[config.mk]
export PLATFORM = sky130hd
export DESIGN_NAME = uart_tx
export DESIGN_NICKNAME = d
export VERILOG_FILES = /design/src/rtl/uart_pkg.sv /design/src/rtl/uart_baud_gen.sv /design/src/rtl/uart_tx.sv
export SDC_FILE = /design/constraint.sdc
export NUM_CORES = 1
export LEC_CHECK = 0
export CORE_MARGIN = 4
export CORE_UTILIZATION = 40
export DETAILED_ROUTE_END_ITERATION = 8
export PLACE_DENSITY = 0.62
export SLEW_MARGIN = 20
export SYNTH_ARGS = -nofsm -noshare
export SYNTH_HDL_FRONTEND = slang
export SYNTH_HIERARCHICAL = 1
export SYNTH_SLANG_ARGS = --single-unit
[constraint.sdc]
create_clock -name clk -period 2.5 [get_ports clk]
set_input_delay 0.375 -clock clk [delete_from_list [all_inputs] [get_ports clk]]
set_output_delay 0.375 -clock clk [all_outputs]
set_load 0.05 [all_outputs]
[src/rtl/uart_pkg.sv]
`default_nettype none
// ============================================================================
// Module   : uart_pkg
// Purpose  : Shared UART types and divisor math for the transmitter/receiver.
// Revision : 1.0 - initial release
// ============================================================================
package uart_pkg;

    localparam int unsigned UART_DATA_BITS = 8;

    typedef enum logic [1:0] {
        IDLE  = 2'd0,
        START = 2'd1,
        DATA  = 2'd2,
        STOP  = 2'd3
    } uart_tx_state_t;

    // Truncating divide so both ends of the link agree on the bit period.
    function automatic int unsigned clks_per_bit(input int unsigned clk_hz,
                                                 input int unsigned baud);
        return clk_hz / baud;
    endfunction

endpackage
`default_nettype wire

[src/rtl/uart_baud_gen.sv]
`default_nettype none
// ============================================================================
// Module   : uart_baud_gen
// Purpose  : Reloadable bit-period down-counter; tick marks the terminal count.
// Revision : 1.0 - initial release
// ============================================================================
module uart_baud_gen #(
    parameter int unsigned CLKS_PER_BIT = 10
) (
    input  logic clk,
    input  logic rst_n,
    input  logic restart,
    output logic tick,
    output logic pre_tick
);

    localparam int unsigned c_cnt_w = (CLKS_PER_BIT > 1) ? $clog2(CLKS_PER_BIT) : 1;
    localparam logic [c_cnt_w-1:0] c_reload = c_cnt_w'(CLKS_PER_BIT - 1);
    localparam logic [c_cnt_w-1:0] c_one    = c_cnt_w'(1);

    logic [c_cnt_w-1:0] r_count;

    // Reloading at terminal count keeps every bit exactly CLKS_PER_BIT long.
    always_ff @(posedge clk or negedge rst_n) begin
        if (!rst_n) begin
            r_count <= '0;
        end else if (restart || (r_count == '0)) begin
            r_count <= c_reload;
        end else begin
            r_count <= r_count - c_one;
        end
    end

    assign tick     = (r_count == '0);
    // Terminal count arrives next cycle; lets the parent register its strobes.
    assign pre_tick = (r_count == c_one) && !restart;

endmodule
`default_nettype wire

[src/rtl/uart_tx.sv]
`default_nettype none
// ============================================================================
// Module   : uart_tx
// Purpose  : 8-bit LSB-first UART transmitter with valid/ready byte intake.
// Revision : 1.0 - initial release
// ============================================================================
module uart_tx
    import uart_pkg::*;
#(
    parameter int unsigned CLK_HZ    = 50_000_000,
    parameter int unsigned BAUD      = 9600,
    parameter int unsigned STOP_BITS = 1
) (
    input  logic       clk,
    input  logic       rst_n,
    input  logic [7:0] data_i,
    input  logic       valid_i,
    output logic       ready_o,
    output logic       tx_o,
    output logic       busy_o,
    output logic       done_o
);

    localparam int unsigned c_clks_per_bit = clks_per_bit(CLK_HZ, BAUD);
    localparam logic [2:0]  c_last_data_idx = 3'(UART_DATA_BITS - 1);
    localparam logic [2:0]  c_last_stop_idx = 3'(STOP_BITS - 1);

    generate
        if (c_clks_per_bit < 2) begin : g_bad_divisor
            $error("uart_tx: CLK_HZ/BAUD must be at least 2");
        end
        if ((STOP_BITS != 1) && (STOP_BITS != 2)) begin : g_bad_stop_bits
            $error("uart_tx: STOP_BITS must be 1 or 2");
        end
    endgenerate

    uart_tx_state_t            r_state;
    uart_tx_state_t            w_state_next;
    logic [UART_DATA_BITS-1:0] r_shift;
    logic [UART_DATA_BITS-1:0] w_shift_next;
    logic [2:0]                r_bit_idx;
    logic [2:0]                w_bit_idx_next;
    logic                      w_restart;
    logic                      w_tick;
    logic                      w_pre_tick;
    logic                      r_tx;
    logic                      r_busy;
    logic                      r_ready;
    logic                      r_done;
    logic                      w_tx_next;
    logic                      w_busy_next;
    logic                      w_done_next;

    uart_baud_gen #(
        .CLKS_PER_BIT (c_clks_per_bit)
    ) u_baud_gen (
        .clk      (clk),
        .rst_n    (rst_n),
        .restart  (w_restart),
        .tick     (w_tick),
        .pre_tick (w_pre_tick)
    );

    always_ff @(posedge clk or negedge rst_n) begin
        if (!rst_n) begin
            r_state   <= IDLE;
            r_shift   <= '0;
            r_bit_idx <= '0;
            r_tx      <= 1'b1;
            r_busy    <= 1'b0;
            r_ready   <= 1'b1;
            r_done    <= 1'b0;
        end else begin
            r_state   <= w_state_next;
            r_shift   <= w_shift_next;
            r_bit_idx <= w_bit_idx_next;
            r_tx      <= w_tx_next;
            r_busy    <= w_busy_next;
            r_ready   <= !w_busy_next;
            r_done    <= w_done_next;
        end
    end

    always_comb begin
        w_state_next   = r_state;
        w_shift_next   = r_shift;
        w_bit_idx_next = r_bit_idx;
        w_restart      = 1'b0;

        case (r_state)
            IDLE: begin
                if (valid_i && r_ready) begin
                    w_shift_next   = data_i;
                    w_bit_idx_next = '0;
                    w_restart      = 1'b1;
                    w_state_next   = START;
                end
            end
            START: begin
                if (w_tick) begin
                    w_state_next = DATA;
                end
            end
            DATA: begin
                if (w_tick) begin
                    if (r_bit_idx == c_last_data_idx) begin
                        w_state_next   = STOP;
                        w_bit_idx_next = '0;
                    end else begin
                        w_shift_next   = r_shift >> 1;
                        w_bit_idx_next = r_bit_idx + 3'd1;
                    end
                end
            end
            STOP: begin
                // The bit index is reused to count stop bits.
                if (w_tick) begin
                    if (r_bit_idx == c_last_stop_idx) begin
                        w_state_next   = IDLE;
                        w_bit_idx_next = '0;
                    end else begin
                        w_bit_idx_next = r_bit_idx + 3'd1;
                    end
                end
            end
            default: begin
                w_state_next = IDLE;
            end
        endcase

        case (w_state_next)
            START:   w_tx_next = 1'b0;
            DATA:    w_tx_next = w_shift_next[0];
            default: w_tx_next = 1'b1;
        endcase

        w_busy_next = (w_state_next != IDLE);
        w_done_next = (r_state == STOP) && (r_bit_idx == c_last_stop_idx) && w_pre_tick;
    end

    assign tx_o    = r_tx;
    assign busy_o  = r_busy;
    assign ready_o = r_ready;
    assign done_o  = r_done;

endmodule
`default_nettype wire

==> results of run 1 <==
==> per-layer routing <==
layer	vias to the layer above	share of wire	GRT usage
met5	-	0	0
met4	0	0.025	0.0766
met3	9	0.044	0.0420
met2	18	0.47	0.211
met1	576	0.46	0.157
li1	577	-	-
==> report_power, final <==
group | internal [mW] | switching (mW)
Clock | 0.221 | 0.179
Combinational | 0.201 | 0.240
Sequential | 0.628 | 0.128
==> worst max-delay path, delay by kind of cell, from the launching register on <==
kind | cells | cell delay, ps
buffers and inverters | 1 | 170
flip-flops | 1 | 440
AND/OR/NAND/NOR | 5 | 920
AO/OA/AOI/OAI | 2 | 560
==> cells in the mapped netlist (2+ instances only) <==
| master | count | area, um^2 |
|---|---|---|
| nor4_1 | 2 | 12.5 |
| ha_1 | 6 | 75.1 |
| buf_6 | 2 | 22.5 |
| or3_1 | 3 | 18.8 |
| mux2i_1 | 2 | 20.0 |
| or4_1 | 5 | 37.5 |
| a21oi_1 | 8 | 40.0 |
| nand2_1 | 21 | 78.8 |
| a31o_2 | 2 | 17.5 |
| inv_1 | 6 | 22.5 |
| o31ai_1 | 7 | 52.6 |
| nand3_1 | 2 | 10.0 |
| a22oi_1 | 7 | 52.6 |
| o21ai_0 | 3 | 15.0 |
| nor3_1 | 5 | 25.0 |
| nand2b_1 | 2 | 12.5 |
| dfstp_2 | 2 | 52.6 |
| a22o_1 | 2 | 17.5 |
| clkbuf_1 | 2 | 7.51 |
| dfrtp_1 | 28 | 701 |
| buf_2 | 3 | 15.0 |
| nor2_1 | 3 | 11.3 |
==> stage by stage <==
stage / util / instance area, um^2 / hold slack, ps
after floorplan: - / 1520 / 79.4
after global placement: 0.466 / 1710 / 463
after detailed placement: 0.466 / 1710 / 463
after CTS: 0.491 / 1800 / 479
after global routing: 0.491 / 1800 / 499
final: 0.491 / 1800 / 475
==> flip-flops by register name, indices dropped and copies added, names as in the netlist <==
name                flops
tx_o                    1
r_state                 2
u_baud_gen/r_count     13
busy_o                  1
r_shift                 8
done_o                  1
r_bit_idx               3
ready_o                 1
==> final cells by class <==
type | instances | area share
clock inverter | 1 | 0.00278
sequential | 30 | 0.419
inverter | 6 | 0.0125
tap | 48 | 0.0334
clock buffer | 7 | 0.0480
timing repair buffer | 19 | 0.0988
multi-input combinational | 103 | 0.386
==> logic make-up after synthesis <==
family                     Yosys count  share of synthesized area
and+or+nand+nor                     57                      0.215
DFF                                 30                      0.496
xor gates and xnor gates             2                     0.0115
buffers and inverters               14                     0.0478
AOI/OAI and AO/OA                   36                      0.167
muxes                                2                     0.0132
adders and majority gates            6                     0.0494
==> final timing paths <==
| path | start | to | slack [ps] | depth (start not counted) |
|---|---|---|---|---|
| max | u_baud_gen/r_count[7] | tx_o | 330 | 8 |
| min reg2reg | r_shift[6] | r_shift[6] | 470 | 2 |
| min | r_shift[6] | r_shift[6] | 470 | 2 |
| max reg2reg | u_baud_gen/r_count[7] | tx_o | 330 | 8 |
| min in group asynchronous | rst_n | r_shift[0] | 480 | 2 |
| max in group asynchronous | rst_n | tx_o | 1720 | 2 |
==> impl_metrics.env, run 1 <==
export IMPL_critPathMaxFanout=8
export IMPL_multiInputGateArea_um2=693
export IMPL_ys_warn_count=6
export IMPL_gr_total_overflow=0
export IMPL_diodes=0
export IMPL_nets=182
export IMPL_synth_cells=147
export IMPL_vdd_drop_max_v=0.000418
export IMPL_layout_common_cells="dfrtp_1, nand2_1, clkdlybuf4s50_1, a21oi_1"
export IMPL_maxCapViolCount=0
export IMPL_cts_num_sinks=30
export IMPL_cts_tree="yes"
export IMPL_yosysSeqAreaShare=0.496
export IMPL_mostFrequentLayoutCell="dfrtp_1"
export IMPL_critPathLaunchType="register"
export IMPL_cts_root_buf="clkbuf_8"
export IMPL_hold_class="reg -> reg"
export IMPL_wl_um=2820
export IMPL_grt_pass1_vias=1163
export IMPL_regArea_um2=753
export IMPL_clock_latency_ps=290
export IMPL_start_util=0.415
export IMPL_total_power_mw=1.60
export IMPL_critPathKind="reg -> reg"
export IMPL_via_per_inst=5.51
export IMPL_power_leakage_nw=0.780
export IMPL_dieWidth_um=69.6
export IMPL_syn_area_um2=1520
export IMPL_synthFlopType="dfrtp_1"
export IMPL_dieArea_um2=4850
export IMPL_hpwlAfterDp_um=2010
export IMPL_num_vias=1180
export IMPL_dr_pass1_iters=4
export IMPL_cp_required_ps=2710
export IMPL_relSlewSlack=0.653
export IMPL_dieHeight_um=69.6
export IMPL_antenna_found_initial=0
export IMPL_fillCellCount=349
export IMPL_synth_edf_count=0
export IMPL_postRouteAntennaNets=0
export IMPL_drc=0
export IMPL_core_area_um2=3660
export IMPL_status="completed"
export IMPL_max_freq_mhz=460
export IMPL_arrival_ps=2390
export IMPL_areaGrowthSynthToFinish_pct=18.4
export IMPL_drt_first_iter_violations=38
export IMPL_netlist_cell_type_count=46
export IMPL_setup_viol=0
export IMPL_slowest_stage="dfrtp_1"
export IMPL_grt_pass1_wl_um=5110
export IMPL_layout_drive_gt1_share=0.133
export IMPL_cts_path_max_buffers=2
export IMPL_ys_ff_latch=30
export IMPL_period_needed_ps=2170
export IMPL_syn_nets=164
export IMPL_clk_pin_slew_ps=60
export IMPL_grt_max_degree=31
export IMPL_cpPeakStageDelay_ps=440
export IMPL_fin_ws_ps=327
export IMPL_powerDensity_nw_per_um2=888
export IMPL_skew_ps=3.15
export IMPL_wl_per_cell_um=13.2
export IMPL_post_cts_buffers=0
export IMPL_period_share=0.869
export IMPL_final_hold_viol_count=0
export IMPL_critPathCaptureType="register"
export IMPL_worstPathCellList="nor4_1 > buf_4 > nand2_1 > nor3_1 > and4bb_1 > nor2_2 > a21o_1 > a221o_1"
export IMPL_rsz0062_at_grt="no"
export IMPL_synth_avg_cell_area_um2=10.3
export IMPL_pin_count=15
export IMPL_fin_setup_tns_ps=0
export IMPL_tightest_slew_ps=518
export IMPL_cts_resized_gates=0
export IMPL_routabilityCongestion=0.781
export IMPL_instances_no_fill=214
export IMPL_dp_cells=206
export IMPL_rows=22
export IMPL_dp_worst_setup_slack_ps=350
export IMPL_grt_usage=0.133
export IMPL_holdBufCountCts=0
export IMPL_htree_levels=2
export IMPL_synthArstFlopShare=1.00
export IMPL_cts_buffers=5
export IMPL_port_buffer_count=14
export IMPL_report_final_slew_viol_count=0
No activity file was read; power rests on OpenSTA's default activity.
==> run 2: changes to the inputs <==
Settings changed: CELL_PAD_IN_SITES_DETAIL_PLACEMENT from default to 0, CELL_PAD_IN_SITES_GLOBAL_PLACEMENT from default to 1, CORE_UTILIZATION 40 to 39, GPL_ROUTABILITY_DRIVEN from default to 0, PLACE_DENSITY 0.62 to 0.73.
==> impl_metrics.env, run 2 (same netlist as run 1, synthesis figures left out) <==
export IMPL_p_clk_frac=0.245
export IMPL_rows=22
export IMPL_areaGrowthSynthToFinish_pct=18.4
export IMPL_clk_pin_slew_ps=60
export IMPL_fin_ws_ps=385
export IMPL_top_register="u_baud_gen/r_count"
export IMPL_total_power_mw=1.59
export IMPL_layout_common_cells="dfrtp_1, nand2_1, clkdlybuf4s50_1, a21oi_1"
export IMPL_via_per_inst=5.44
export IMPL_gr_total_overflow=0
export IMPL_path_delay_family="simple AND/OR/NAND/NOR gates"
export IMPL_cpPeakStageDelay_ps=430
export IMPL_cts_buffers=5
export IMPL_power_switching_mw=0.544
export IMPL_rsz0062_at_grt="no"
export IMPL_use_met3=0.0504
export IMPL_nets=182
export IMPL_grt_pass1_wl_um=5340
export IMPL_start_util=0.409
export IMPL_drt_first_iter_violations=58
export IMPL_status="completed"
export IMPL_skew_ps=3.98
export IMPL_cts_resized_gates=0
export IMPL_critPathKind="reg -> reg"
export IMPL_clock_latency_ps=280
export IMPL_slowest_stage="dfrtp_1"
export IMPL_dp_worst_setup_slack_ps=400
export IMPL_pin_count=15
export IMPL_grt_pass1_vias=1179
export IMPL_p_seq_frac=0.473
export IMPL_tightest_slew_ps=623
export IMPL_post_cts_buffers=0
export IMPL_use_met2=0.207
export IMPL_r2r_end="tx_o"
export IMPL_dieWidth_um=70.4
export IMPL_wl_um=3060
export IMPL_relSlewSlack=0.583
export IMPL_hpwlAfterDp_um=2180
export IMPL_mostFrequentLayoutCell="dfrtp_1"
export IMPL_holdBufCountCts=0
export IMPL_powerDensity_nw_per_um2=886
export IMPL_power_leakage_nw=0.780
export IMPL_p_comb_frac=0.283
export IMPL_cts_root_buf="clkbuf_8"
export IMPL_p_int_mw=1.05
export IMPL_worstPathCellList="nor4_1 > buf_4 > nand2_1 > nor3_1 > and4bb_1 > nor2_2 > a21o_1 > a221o_1"
export IMPL_port_buffer_count=14
export IMPL_postRouteAntennaNets=0
export IMPL_critPathCaptureType="register"
export IMPL_antenna_found_initial=0
export IMPL_core_area_um2=3720
export IMPL_reg2reg_from="u_baud_gen/r_count[7]"
export IMPL_period_needed_ps=2120
export IMPL_htree_levels=2
export IMPL_switching_share=0.341
export IMPL_dieArea_um2=4960
export IMPL_cts_num_sinks=30
export IMPL_timing_critical_path_buf_inv=1
export IMPL_dieHeight_um=70.4
export IMPL_reg2reg_setup_slack_ps=380
export IMPL_fillCellCount=355
export IMPL_grt_use_met1=0.166
export IMPL_hold_class="in -> async"
export IMPL_setup_viol=0
export IMPL_period_share=0.846
export IMPL_arrival_ps=2320
export IMPL_num_vias=1165
export IMPL_critPathLaunchType="register"
export IMPL_wl_per_cell_um=14.3
export IMPL_reg2regPathDepth=8
export IMPL_cp_startpoint="u_baud_gen/r_count[7]"
export IMPL_largest_reg_flops=13
export IMPL_dr_pass1_iters=5
export IMPL_cts_path_max_buffers=2
export IMPL_cts_tree="yes"
export IMPL_path_depth=8
export IMPL_reg_largest_list="u_baud_gen/r_count (13), r_shift (8), r_bit_idx (3)"
export IMPL_drc=0
export IMPL_cp_required_ps=2700
export IMPL_grt_max_degree=31
export IMPL_final_hold_viol_count=0
export IMPL_diodes=0
export IMPL_grt_usage=0.135
export IMPL_grt_busiest_layer="met2"
export IMPL_fin_setup_tns_ps=0
export IMPL_report_final_slew_viol_count=0
export IMPL_critPathMaxFanout=8
export IMPL_maxCapViolCount=0
export IMPL_layout_drive_gt1_share=0.133
export IMPL_max_freq_mhz=473
export IMPL_vdd_drop_max_v=0.000469
run 2: metal layers:
layer / vias to the layer above / routed length [um]
li1: 573 / -
met1: 551 / 1360
met2: 35 / 1470
met3: 6 / 181
met4: 0 / 56
met5: - / 0
run 2: worst max-delay path by stage:
stage	to	slack, ps
after floorplan	tx_o	140
after global placement	tx_o	430
after detailed placement	tx_o	400
after CTS	tx_o	380
after global routing	ready_o	140
final	tx_o	380
run 2: per-stage QoR:
stage,cell area (um^2),utilization,cells,hold slack [ps]
6_report,1800,0.484,214,478
5_1_grt,1800,0.484,214,517
4_1_cts,1800,0.484,214,487
3_5_place_dp,1710,0.459,206,471
3_3_place_gp,1710,0.459,206,464
2_1_floorplan,1520,-,147,79.4
run 2: power groups by stage:
stage / logic [mW] / registers, mW / clock network, mW
floorplan: 0.307 / 0.773 / 0
global placement: 0.435 / 0.751 / 0
detailed placement: 0.452 / 0.759 / 0
CTS: 0.454 / 0.751 / 0.403
global route: 0.507 / 0.774 / 0.430
finish: 0.450 / 0.753 / 0.390
run 2: area by class of cell:
| cell class | instances | area, um^2 | share of cell area |
|---|---|---|---|
| Clock buffer | 7 | 86.3 | 0.0480 |
| Clock inverter | 1 | 5.00 | 0.00278 |
| Inverter | 6 | 22.5 | 0.0125 |
| Multi-Input combinational cell | 103 | 693 | 0.386 |
| Sequential cell | 30 | 753 | 0.419 |
| Tap cell | 48 | 60.1 | 0.0334 |
| Timing Repair Buffer | 19 | 178 | 0.0988 |
==> run 3: changes to the inputs <==
Clock period 2.5 ns to 1.8 ns, I/O delays scaled along.
==> impl_metrics.env, run 3 (same netlist as run 1, synthesis figures left out) <==
export IMPL_regArea_um2=754
export IMPL_start_util=0.409
export IMPL_setup_viol=6
export IMPL_gr_total_overflow=0
export IMPL_critPathLaunchType="register"
export IMPL_critPathCaptureType="register"
export IMPL_powerDensity_nw_per_um2=1240
export IMPL_relSlewSlack=0.671
export IMPL_areaGrowthSynthToFinish_pct=43.1
export IMPL_dieArea_um2=4960
export IMPL_period_needed_ps=1940
export IMPL_cts_buffers=5
export IMPL_core_area_um2=3720
export IMPL_dieWidth_um=70.4
export IMPL_power_leakage_nw=0.948
export IMPL_pin_count=15
export IMPL_layout_common_cells="buf_4, dfrtp_1, clkdlybuf4s50_1, nand2_1, nand2_2"
export IMPL_diodes=0
export IMPL_dieHeight_um=70.4
export IMPL_max_freq_mhz=514
export IMPL_skew_ps=7.80
export IMPL_num_vias=1317
export IMPL_cts_root_buf="clkbuf_8"
export IMPL_top_register="u_baud_gen/r_count"
export IMPL_grt_max_degree=31
export IMPL_wl_um=3590
export IMPL_largest_reg_flops=13
export IMPL_fillCellCount=314
export IMPL_maxCapViolCount=0
export IMPL_multiInputGateArea_um2=832
export IMPL_holdBufCountCts=0
export IMPL_final_hold_viol_count=0
export IMPL_cts_tree="yes"
export IMPL_rows=22
export IMPL_fin_ws_ps=-145
export IMPL_critPathMaxFanout=2
export IMPL_nets=208
export IMPL_hpwlAfterDp_um=2450
export IMPL_clk_pin_slew_ps=70
export IMPL_layout_drive_gt1_share=0.422
export IMPL_grt_pass1_vias=1345
export IMPL_vdd_drop_max_v=0.000620
export IMPL_dr_pass1_iters=4
export IMPL_wl_per_cell_um=15.0
export IMPL_dp_cells=229
export IMPL_drc=0
export IMPL_port_buffer_count=14
export IMPL_critPathKind="reg -> reg"
export IMPL_report_final_slew_viol_count=0
export IMPL_mostFrequentLayoutCell="buf_4"
export IMPL_antenna_found_initial=0
export IMPL_instances_no_fill=240
export IMPL_reg_largest_list="u_baud_gen/r_count (13), r_shift (8), r_bit_idx (3)"
export IMPL_hold_class="in -> async"
export IMPL_tightest_slew_ps=491
export IMPL_grt_usage=0.158
export IMPL_period_share=1.08
export IMPL_status="finished, violations left"
export IMPL_fin_util=0.585
export IMPL_violations="negative setup slack"
export IMPL_rsz0062_at_grt="yes"
export IMPL_cts_path_max_buffers=2
export IMPL_drt_first_iter_violations=53
export IMPL_grt_pass1_wl_um=6240
export IMPL_postRouteAntennaNets=0
export IMPL_htree_levels=2
export IMPL_cts_num_sinks=30
export IMPL_arrival_ps=2150
export IMPL_cp_required_ps=2010
export IMPL_via_per_inst=5.49
export IMPL_clock_latency_ps=280
-- run 3: cell types whose count changed in the layout (fill, tap and decap cells not counted), moves of 3 or more --
cell,change
nand2_1,-10
buf_6,+3
nand2_2,+9
buf_4,+24
inv_1,-3
-- run 3: layer usage --
metal | global-route usage | up-vias | routed length, um
met5 | 0 | - | 0
met4 | 0.0745 | 0 | 60
met3 | 0.0504 | 7 | 136
met2 | 0.255 | 23 | 1780
met1 | 0.189 | 650 | 1620
li1 | - | 637 | -
-- run 3: cell type report --
cell class / instances / area share
Multi-Input combinational cell: 103 / 0.383
Timing Repair Buffer: 45 / 0.180
Tap cell: 48 / 0.0276
Inverter: 6 / 0.0115
Clock buffer: 8 / 0.0507
Sequential cell: 30 / 0.347
-- run 3: path summary, 6_finish.rpt --
path | from | end | slack (ps) | cells after the start
max | u_baud_gen/r_count[8] | tx_o | -140 | 8
min | rst_n | r_shift[2] | 380 | 2
min reg2reg | r_shift[0] | r_shift[0] | 490 | 1
min in group clk | r_shift[0] | r_shift[0] | 490 | 1
max in group asynchronous | rst_n | ready_o | 1100 | 2
max reg2reg | u_baud_gen/r_count[8] | tx_o | -140 | 8
-- run 3: worst max-delay path: stages, from the launching register on --
cell and delay (ps):
dfrtp_1 420, nor4_4 340, nand2_2 130, nor3_4 140, buf_6 130, nand2_2 60, mux2i_2 220, a221oi_4 100
a221o_1 350
-- run 3: repair_timing --
item | CTS | global route
buffers inserted | 1 | 2
pin swaps | 5 | 11
resized for setup | 3 | 29
endpoints found under the setup margin | 11 | 25
-- run 3: where the power goes --
group          internal, mW  leakage, nW  switching (mW)
Combinational         0.501        0.528           0.503
Sequential            0.874        0.363           0.172
Clock                 0.386       0.0575           0.249
Total                  1.76        0.948           0.925
-- run 3: through the flow --
step / setup TNS, ps / worst slack (ps) / hold WS [ps] / power, mW / instance area [um^2]
floorplan: -227 / -227 / -25.6 / 1.56 / 1590
global placement: -247 / -93.8 / 465 / 1.88 / 1930
detailed placement: -404 / -128 / 463 / 1.95 / 1930
CTS: -124 / -94.8 / 390 / 2.62 / 2060
global route: -1350 / -243 / 418 / 2.88 / 2170
finish: -439 / -145 / 384 / 2.69 / 2170
